**src/rtl/proc_pkg.sv**
```systemverilog
// rtl/proc_pkg.sv - shared widths, register numbering and forwarding helper
package proc_pkg;

  localparam int DATA_W = 16;
  localparam int REG_AW = 3;

  // R0 reads as the PC of the instruction being decoded.
  localparam logic [REG_AW-1:0] REG_PC = 3'd0;

  // Saturation ceiling of the load-use bubble counter.
  localparam logic [DATA_W-1:0] STALL_CNT_MAX = '1;

  // A producer forwards only when it writes a real register (never R0).
  function automatic logic fwd_hit(input logic en,
                                   input logic [REG_AW-1:0] dst,
                                   input logic [REG_AW-1:0] src);
    return en && (dst != REG_PC) && (dst == src);
  endfunction

endpackage

```
**src/rtl/fwd_mux.sv**
```systemverilog
// rtl/fwd_mux.sv - priority operand selector: PC, EX, MEM, WB, then register file
module fwd_mux
  import proc_pkg::*;
(
  input  logic [REG_AW-1:0] i_src,
  input  logic [DATA_W-1:0] i_pc,
  input  logic              i_ex_en,
  input  logic [REG_AW-1:0] i_ex_dst,
  input  logic [DATA_W-1:0] i_ex_data,
  input  logic              i_mem_en,
  input  logic [REG_AW-1:0] i_mem_dst,
  input  logic [DATA_W-1:0] i_mem_data,
  input  logic              i_wb_en,
  input  logic [REG_AW-1:0] i_wb_dst,
  input  logic [DATA_W-1:0] i_wb_data,
  input  logic [DATA_W-1:0] i_rf_data,
  output logic [DATA_W-1:0] o_op
);

  // Youngest producer wins; R0 bypasses forwarding entirely.
  always_comb begin
    o_op = i_rf_data;
    if (i_src == REG_PC) begin
      o_op = i_pc;
    end else if (fwd_hit(i_ex_en, i_ex_dst, i_src)) begin
      o_op = i_ex_data;
    end else if (fwd_hit(i_mem_en, i_mem_dst, i_src)) begin
      o_op = i_mem_data;
    end else if (fwd_hit(i_wb_en, i_wb_dst, i_src)) begin
      o_op = i_wb_data;
    end
  end

endmodule

```
**src/rtl/rr_stage.sv**
```systemverilog
// rtl/rr_stage.sv - register-read stage with forwarding, load-use interlock and bubble counter
module rr_stage
  import proc_pkg::*;
(
  input  logic              clk,
  input  logic              rst,
  input  logic              id_valid,
  input  logic [DATA_W-1:0] id_pc,
  input  logic [DATA_W-1:0] id_instr,
  input  logic [REG_AW-1:0] id_src1,
  input  logic [REG_AW-1:0] id_src2,
  input  logic [REG_AW-1:0] id_dst,
  input  logic              id_wb_en,
  input  logic              id_is_load,
  output logic [REG_AW-1:0] rf_a1,
  output logic [REG_AW-1:0] rf_a2,
  input  logic [DATA_W-1:0] rf_d1,
  input  logic [DATA_W-1:0] rf_d2,
  input  logic [DATA_W-1:0] ex_result,
  input  logic              ex_stall,
  input  logic              mem_valid,
  input  logic [REG_AW-1:0] mem_dst,
  input  logic              mem_wb_en,
  input  logic [DATA_W-1:0] mem_result,
  input  logic              wb_en,
  input  logic [REG_AW-1:0] wb_dst,
  input  logic [DATA_W-1:0] wb_data,
  input  logic              flush,
  output logic              stall_out,
  output logic              rr_valid,
  output logic [DATA_W-1:0] rr_pc,
  output logic [DATA_W-1:0] rr_instr,
  output logic [DATA_W-1:0] rr_op1,
  output logic [DATA_W-1:0] rr_op2,
  output logic [REG_AW-1:0] rr_dst,
  output logic              rr_wb_en,
  output logic              rr_is_load,
  output logic [DATA_W-1:0] stall_count
);

  logic              r_valid;
  logic [DATA_W-1:0] r_pc;
  logic [DATA_W-1:0] r_instr;
  logic [DATA_W-1:0] r_op1;
  logic [DATA_W-1:0] r_op2;
  logic [REG_AW-1:0] r_dst;
  logic              r_wb_en;
  logic              r_is_load;
  logic [DATA_W-1:0] r_stall_count;

  logic              w_ex_fwd_en;
  logic              w_mem_fwd_en;
  logic              w_hazard;
  logic              w_bubble;
  logic [DATA_W-1:0] w_op1;
  logic [DATA_W-1:0] w_op2;

  assign rf_a1 = id_src1;
  assign rf_a2 = id_src2;

  // A load in EX has no data yet, so it never forwards from ex_result.
  assign w_ex_fwd_en  = r_valid & r_wb_en & ~r_is_load;
  assign w_mem_fwd_en = mem_valid & mem_wb_en;

  assign w_hazard = id_valid & r_valid & r_is_load & r_wb_en & (r_dst != REG_PC) &
                    ((r_dst == id_src1) | (r_dst == id_src2));

  // A bubble is only inserted when neither flush nor an EX stall takes precedence.
  assign w_bubble  = w_hazard & ~flush & ~ex_stall;
  assign stall_out = (w_hazard | ex_stall) & ~flush & ~rst;

  fwd_mux u_fwd_op1 (
    .i_src      (id_src1),
    .i_pc       (id_pc),
    .i_ex_en    (w_ex_fwd_en),
    .i_ex_dst   (r_dst),
    .i_ex_data  (ex_result),
    .i_mem_en   (w_mem_fwd_en),
    .i_mem_dst  (mem_dst),
    .i_mem_data (mem_result),
    .i_wb_en    (wb_en),
    .i_wb_dst   (wb_dst),
    .i_wb_data  (wb_data),
    .i_rf_data  (rf_d1),
    .o_op       (w_op1)
  );

  fwd_mux u_fwd_op2 (
    .i_src      (id_src2),
    .i_pc       (id_pc),
    .i_ex_en    (w_ex_fwd_en),
    .i_ex_dst   (r_dst),
    .i_ex_data  (ex_result),
    .i_mem_en   (w_mem_fwd_en),
    .i_mem_dst  (mem_dst),
    .i_mem_data (mem_result),
    .i_wb_en    (wb_en),
    .i_wb_dst   (wb_dst),
    .i_wb_data  (wb_data),
    .i_rf_data  (rf_d2),
    .o_op       (w_op2)
  );

  // Pipeline register: reset, flush kill, EX hold, load-use bubble, or capture from ID.
  always_ff @(posedge clk) begin
    if (rst) begin
      r_valid   <= 1'b0;
      r_pc      <= '0;
      r_instr   <= '0;
      r_op1     <= '0;
      r_op2     <= '0;
      r_dst     <= '0;
      r_wb_en   <= 1'b0;
      r_is_load <= 1'b0;
    end else if (flush) begin
      r_valid <= 1'b0;
    end else if (ex_stall) begin
      r_valid <= r_valid;
    end else if (w_hazard) begin
      r_valid <= 1'b0;
    end else begin
      r_valid   <= id_valid;
      r_pc      <= id_pc;
      r_instr   <= id_instr;
      r_op1     <= w_op1;
      r_op2     <= w_op2;
      r_dst     <= id_dst;
      r_wb_en   <= id_wb_en;
      r_is_load <= id_is_load;
    end
  end

  // Count inserted load-use bubbles, sticking at all-ones.
  always_ff @(posedge clk) begin
    if (rst) begin
      r_stall_count <= '0;
    end else if (w_bubble && (r_stall_count != STALL_CNT_MAX)) begin
      r_stall_count <= r_stall_count + 16'd1;
    end
  end

  assign rr_valid    = r_valid;
  assign rr_pc       = r_pc;
  assign rr_instr    = r_instr;
  assign rr_op1      = r_op1;
  assign rr_op2      = r_op2;
  assign rr_dst      = r_dst;
  assign rr_wb_en    = r_wb_en;
  assign rr_is_load  = r_is_load;
  assign stall_count = r_stall_count;

endmodule
```
**config.mk**
```make
export PLATFORM = sky130hd
export DESIGN_NAME = rr_stage
export DESIGN_NICKNAME = d
export VERILOG_FILES = /design/src/rtl/proc_pkg.sv /design/src/rtl/fwd_mux.sv /design/src/rtl/rr_stage.sv
export SDC_FILE = /design/constraint.sdc
export NUM_CORES = 1
export LEC_CHECK = 0
export BUFFER_PORTS_ARGS = -buffer_cell sky130_fd_sc_hd__buf_2
export CAP_MARGIN = 20
export CORE_MARGIN = 2
export CORE_UTILIZATION = 50
export DETAILED_ROUTE_END_ITERATION = 12
export HOLD_SLACK_MARGIN = 0.15
export PLACE_DENSITY = 0.86
export SLEW_MARGIN = 10
export SYNTH_ARGS = -nofsm -noshare
export SYNTH_HDL_FRONTEND = slang
export SYNTH_HIERARCHICAL = 1
export SYNTH_SLANG_ARGS = --single-unit
```
**constraint.sdc**
```tcl
create_clock -name clk -period 2.9 [get_ports clk]
set_input_delay 0.145 -clock clk [delete_from_list [all_inputs] [get_ports clk]]
set_output_delay 0.145 -clock clk [all_outputs]
set_load 0.01 [all_outputs]
```
**Word-level counts from Yosys, hierarchy flattened**

Index checks and enable logic that the tools add are counted.

- Logic and storage cells: 62
- Register bits: 86
- Output and inout bits: 93

- Reduce and logical (&&, ||, !) cells: 17
- Mux-type cells: 9
- Add/subtract/negate cells: 1
- Equal/unequal tests: 7
- Bitwise gates (word level): 19

Operators with widths:

| operator | number |
|---|---|
| 16-bit 2-to-1 mux | 8 |
| 3-bit equality test | 6 |
| 16-bit by 1-bit adder with 16-bit output, second input constant | 1 |
| 16-bit inequality test, second input constant | 1 |
| 1-bit AND | 12 |
| 1-bit logical AND | 10 |
| 3-bit nonzero test | 3 |
| 3-bit logical NOT | 2 |
| 1-bit NOT | 5 |
| 3-bit AND reduction | 1 |
| 1-bit bitwise OR | 2 |
| 2-bit OR reduction | 1 |
| 1-bit 2-to-1 mux | 1 |

**Depth between registers and ports, before layout**

- Depth after elaboration: 8
- Mapped depth: 10
- Gate-level depth less buffers: 7

**By module**

Netlist, hierarchy kept.

Modules (own cells, without submodules):

| module | sequential area each (um^2) | instances | area an instance (um^2) | cells an instance |
|---|---|---|---|---|
| rr_stage | 1721.7 | 1 | 4012.6 | 431 |
| fwd_mux | 0.0 | 2 | 775.7 | 120 |

**Worst setup path after synthesis**

No wires, ideal clock.

- Kind: flip-flop to flip-flop
- Start point: register r_dst[0] (netlist: rr_dst[0])
- End point: register r_op1[10] (netlist: rr_op1[10])
- Period minus slack after synthesis: 1.901 ns
- Path buffers: 2
- Stages on the path, launching flop included: 10
- Required time: 2.828 ns
- Arrival: 1.830 ns
- Slack: 0.999 ns
- Cell sequence: dfxtp_1 -> o21bai_1 -> o21ai_0 -> and3_1 -> clkbuf_1 -> clkbuf_1 -> a22oi_1 -> o21ai_1 -> nand2b_1 -> mux2i_1

- Cells in the longest elaborated chain, start to end: 5
- Elaborated cells between the ends (all ways): 12

Ends and longest elaborated chain:

| element | RTL line | text |
|---|---|---|
| start: declaration | rr_stage.sv:46 | `logic [REG_AW-1:0] r_dst;` |
| start signal: assignment | rr_stage.sv:127 | `r_dst <= id_dst;` |
| 3-bit nonzero test | proc_pkg.sv:17 | `return en && (dst != REG_PC) && (dst == src);` |
| 1-bit logical AND | proc_pkg.sv:17 |  |
| 1-bit logical AND (*) | proc_pkg.sv:17 |  |
| 16-bit 2-to-1 mux (*) | fwd_mux.sv:25 | `end else if (fwd_hit(i_ex_en, i_ex_dst, i_src)) begin` |
| 16-bit 2-to-1 mux (*) | fwd_mux.sv:23 | `if (i_src == REG_PC) begin` |
| via w_op1[10] | rr_stage.sv:55 | `logic [DATA_W-1:0] w_op1;` |
| end signal: assignment | rr_stage.sv:125 | `r_op1 <= w_op1;` |
| end: declaration | rr_stage.sv:44 | `logic [DATA_W-1:0] r_op1;` |

The timed path passes the listed nets; every way through them passes the cells marked *.
A chain may end at the register's enable or synchronous reset.

**Final worst setup path**

- Start point: register r_dst[0] (netlist: rr_dst[0])
- End point: register r_valid (netlist: rr_valid)

- Cells in the longest elaborated chain, start to end: 4
- Elaborated cells between the ends (all ways): 7

Ends and longest elaborated chain:

| element | RTL line | text |
|---|---|---|
| 3-bit equality test or 3-bit nonzero test (tied branches) | rr_stage.sv:66, rr_stage.sv:65 |  |
| 1-bit bitwise OR or 1-bit AND (tied branches) | rr_stage.sv:66, rr_stage.sv:65 |  |
| 1-bit AND (*) | rr_stage.sv:65 | `assign w_hazard = id_valid & r_valid & r_is_load & r_wb_en & (r_dst != REG_PC) &` |
| 1-bit 2-to-1 mux (*) | rr_stage.sv:119 | `end else if (w_hazard) begin` |
| end signal: assignment | rr_stage.sv:118 | `r_valid <= r_valid;` |
| end signal: assignment | rr_stage.sv:122 | `r_valid <= id_valid;` |
| end: declaration | rr_stage.sv:41 | `logic r_valid;` |

Every way passes the cells marked *; elsewhere a longest branch is shown, timed or not.

==> impl_summary.log <==
[metrics] run status: finished clean
[metrics] CTS clk-pin slew, worst paths: 0.09 ns
[metrics] setup slack, reg-to-reg: 0.60 ns
[metrics] total power density per cell area: 376 nW/um^2
[metrics] RSZ-0062 raised after global routing: no
[metrics] number of flops mapped to enable cells by yosys: 0
[metrics] design area: ~7200 sq um
[metrics] wire length of the first global-routing pass: ~28 mm
[metrics] Crit Reg-Reg Endpoint: rr_valid
[metrics] share of synthesized flip-flops with an asynchronous set or reset: 0%
[metrics] final HPWL from detailed placement: 13.1 mm
[metrics] antenna violations before repair: 0
[metrics] fraction of layout cells with a size suffix above 1: 30.0%
[metrics] Mapped Cells: 671
[metrics] area of the core: 10800 sq um
[metrics] maximum operating frequency: 0.434 GHz
[metrics] Wirelength per Cell: 17.5 um
[metrics] top_reg_cell synth: dfxtp_1
[metrics] net total in the final layout: 1040
[metrics] floorplan die area: 12000 sq um
[metrics] final standard cell utilization of the core: 66.8%
[metrics] Clock Tree Buf Depth: 2
[metrics] instance count on the critical path: 6
[metrics] insertion delay of the later-clocked pin in the worst-skew pair: 0.37 ns
[metrics] crit path max fanout: 9
[metrics] post-synth design cell area: 5560 sq um
[metrics] most common cell after layout, fill and taps aside: buf_2
[metrics] part of the Yosys area used for sequential elements: 30.9%
[metrics] Iter 0 DRT Violations: roughly 700
[metrics] worst slew margin relative to its limit: 46.7%
[metrics] critical path endpoint category: flip-flop
[metrics] final setup violating endpoints: 0
[metrics] Worst Skew: 0.0102 ns
[metrics] number of buffers created by CTS: 9
[metrics] total via count after detailed routing: 6047
[metrics] port buffer count: ~230
[metrics] leakage: 3.30 nW
[metrics] most frequent cells in the layout: 229 x buf_2, 86 x dfxtp_1, 85 x nand2b_1
[metrics] first drt pass iteration count: 6
[metrics] cells on worst reg2reg path: 6
[metrics] longest individual stage delay on the worst path: 0.59 ns
[metrics] vias in the first global route: roughly 5500
[metrics] Post-CTS Setup Inserts: 0
[metrics] Die Height: about 110 um
[metrics] Total Routing Usage GR: around 30%
[metrics] Worst setup startpoint: rr_dst[0]
[metrics] cell type group with the largest total delay on the critical path: flip-flops
[metrics] Yosys warning total: 6
[metrics] H-tree levels: 3
[metrics] placement row count: 38
[metrics] pin count of the biggest net entering global routing: approximately 110
[metrics] I/O Pins: 230
[metrics] overall overflow remaining after global route: 0
[metrics] final wirelength: about 18 mm
[metrics] final critical path time including I/O delays and setup: 2.30 ns
[metrics] post-synthesis cell type count: 50
[metrics] crit path max-delay cell type: dfxtp_1
[metrics] number of sinks driven by the clock tree: 86
[metrics] ratio of routed vias to standard cells: 5.78
[metrics] RePlAce Congestion: 0.899
[metrics] Yosys reg bits: 86
[metrics] fin. max-slew vios: 0
[metrics] setup TNS: 0 ns
[metrics] Worst Setup Start Kind: flip-flop
[metrics] initial core utilization: about half
[metrics] type of the worst setup path: reg -> reg
[metrics] kind of path behind the tightest hold check: in -> reg
[metrics] largest voltage drop on the vdd net: roughly 0.21 mV
[metrics] number of endpoints with negative hold slack in the final report: 0
[metrics] Antenna Violating Nets Remaining: 0
[metrics] critical path endpoint: rr_valid
[metrics] DRC: 0
[metrics] clock tree from TritonCTS: done
[metrics] transition time at the pin with the least slew margin: 0.800 ns
[metrics] net count after synthesis: 809
[metrics] reg2reg start: rr_dst[0]
[metrics] die width: approximately 110 um
[metrics] number of maximum-capacitance constraint violations: 0
[metrics] data required time of the worst path: roughly 3.2 ns
[metrics] Cell Area, Placed: 6670 sq um
[metrics] worst hold slack: between 0.2 and 0.25 ns
[metrics] critical path data arrival time: 2.56 ns
[metrics] Worst Path Buf+Inv: 1
[metrics] post-route clock period utilization: 79.4%
[metrics] Cell Chain, Critical Path: xor2_1, nor3_2, o21a_1, a2bb2oi_1, nor3_1, dlygate4sd3_1
[metrics] area delta synth->final: 30.1%
[metrics] mean cell area of the mapped netlist: between 8 and 9 sq um
[metrics] number of diodes: 0
[metrics] root buffer cell: clkbuf_8
-- registers in the layout, summed over array words and instances (netlist names) --
name / count
rr_pc: 16
stall_count: 16
rr_instr: 16
rr_op2: 16
rr_wb_en: 1
rr_dst: 3
rr_valid: 1
rr_is_load: 1
rr_op1: 16
-- worst min-delay path, cell delays in order --
cell and delay (ns):
buf_2 0.09, a22oi_1 0.07, o21ai_1 0.07, nand2b_1 0.06, mux2i_1 0.11
-- synth_stat cells, types with 2 or more instances --
cell | n | share of area, %
dfxtp_1 | 86 | 31
nand2b_1 | 85 | 9.6
nand2_1 | 74 | 5.0
mux2i_1 | 70 | 13
and3_1 | 40 | 4.5
o21ai_0 | 36 | 3.2
clkbuf_1 | 33 | 2.2
o21ai_1 | 33 | 3.0
a221oi_1 | 32 | 5.0
a22oi_1 | 32 | 4.3
nor2_1 | 16 | 1.1
buf_4 | 13 | 1.8
xor2_1 | 10 | 1.6
a21oi_1 | 8 | 0.72
buf_2 | 8 | 0.72
xnor2_1 | 8 | 1.3
buf_6 | 7 | 1.4
nand3_1 | 6 | 0.54
inv_1 | 5 | 0.34
mux2_1 | 5 | 1.0
nor3_1 | 5 | 0.45
nor3_2 | 5 | 0.90
o31ai_1 | 5 | 0.67
or4_1 | 5 | 0.67
nor2b_1 | 4 | 0.45
and2_1 | 3 | 0.34
nand4_1 | 3 | 0.34
a211o_1 | 2 | 0.31
a21bo_4 | 2 | 0.58
a31oi_1 | 2 | 0.22
nor4_1 | 2 | 0.22
nor4b_1 | 2 | 0.31
o21ai_2 | 2 | 0.31
o21bai_1 | 2 | 0.27
o41ai_1 | 2 | 0.31
or2_2 | 2 | 0.22
or3_1 | 2 | 0.22
or3b_1 | 2 | 0.31
-- kinds of logic (layout without fill, tap and decap cells) --
kind of cell	Yosys count	after routing	share of synthesized area [%]
XOR/XNOR	18	18	2.83
AO/OA/AOI/OAI	164	164	19.9
adder cells (fa/ha/maj)	1	1	0.225
buffers and inverters	67	303	6.52
AND/OR/NAND/NOR	260	260	26.0
flip-flops	86	86	30.9
multiplexers	75	75	13.6
-- through the flow --
stage | std cells | worst slack (ns) | power (W)
after CTS | 1047 | 0.643 | 0.00272
after global routing | 1047 | 0.468 | 0.00284
after detailed placement | 992 | 0.741 | 0.00188
after floorplan | 671 | 0.999 | 0.00163
final | 1047 | 0.598 | 0.00272
after global placement | 992 | 0.776 | 0.00187
-- final cells by class --
| class | count | area, sq um |
|---|---|---|
| clock inverters | 6 | 45.0 |
| well taps | 140 | 175 |
| inverters | 5 | 18.8 |
| clock buffers | 10 | 138 |
| multi-input cells | 518 | 3490 |
| repair buffers | 282 | 1650 |
| flip-flops and latches | 86 | 1720 |
| fillers | 920 | 3600 |
-- where the power goes --
group | switching [W] | total (W) | internal, W | leakage, nW
sequential | 0.0000347 | 0.00127 | 0.00123 | 0.701
combinational | 0.000342 | 0.000640 | 0.000298 | 2.50
clock | 0.000471 | 0.000812 | 0.000341 | 0.0970
total | 0.000848 | 0.00272 | 0.00187 | 3.30
-- what timing repair did --
| action | CTS | global route |
|---|---|---|
| endpoints found under the hold margin | 38 | 0 |
| hold buffers | 39 | 0 |
| gates resized for setup | 0 | 0 |
-- worst min path at each step --
| stage | start | endpoint | slack, ns | depth (start not counted) |
|---|---|---|---|---|
| 2_1_floorplan | flush | rr_valid | 0.22 | 1 |
| 3_3_place_gp | id_instr[10] | rr_instr[10] | 0.41 | 3 |
| 3_5_place_dp | id_is_load | rr_is_load | 0.42 | 3 |
| 4_1_cts | ex_result[8] | rr_op2[8] | 0.21 | 5 |
| 5_1_grt | ex_result[4] | rr_op1[4] | 0.25 | 5 |
| 6_report | ex_result[14] | rr_op1[14] | 0.22 | 5 |
-- per-layer routing --
metal / GRT usage [%] / share of wire, %
met2: 47.4 / 46
met4: 9.31 / 2.7
met5: 0 / 0
met1: 39.3 / 42
met3: 6.88 / 9.5
Note: power is estimated with default switching activity, not from simulation.
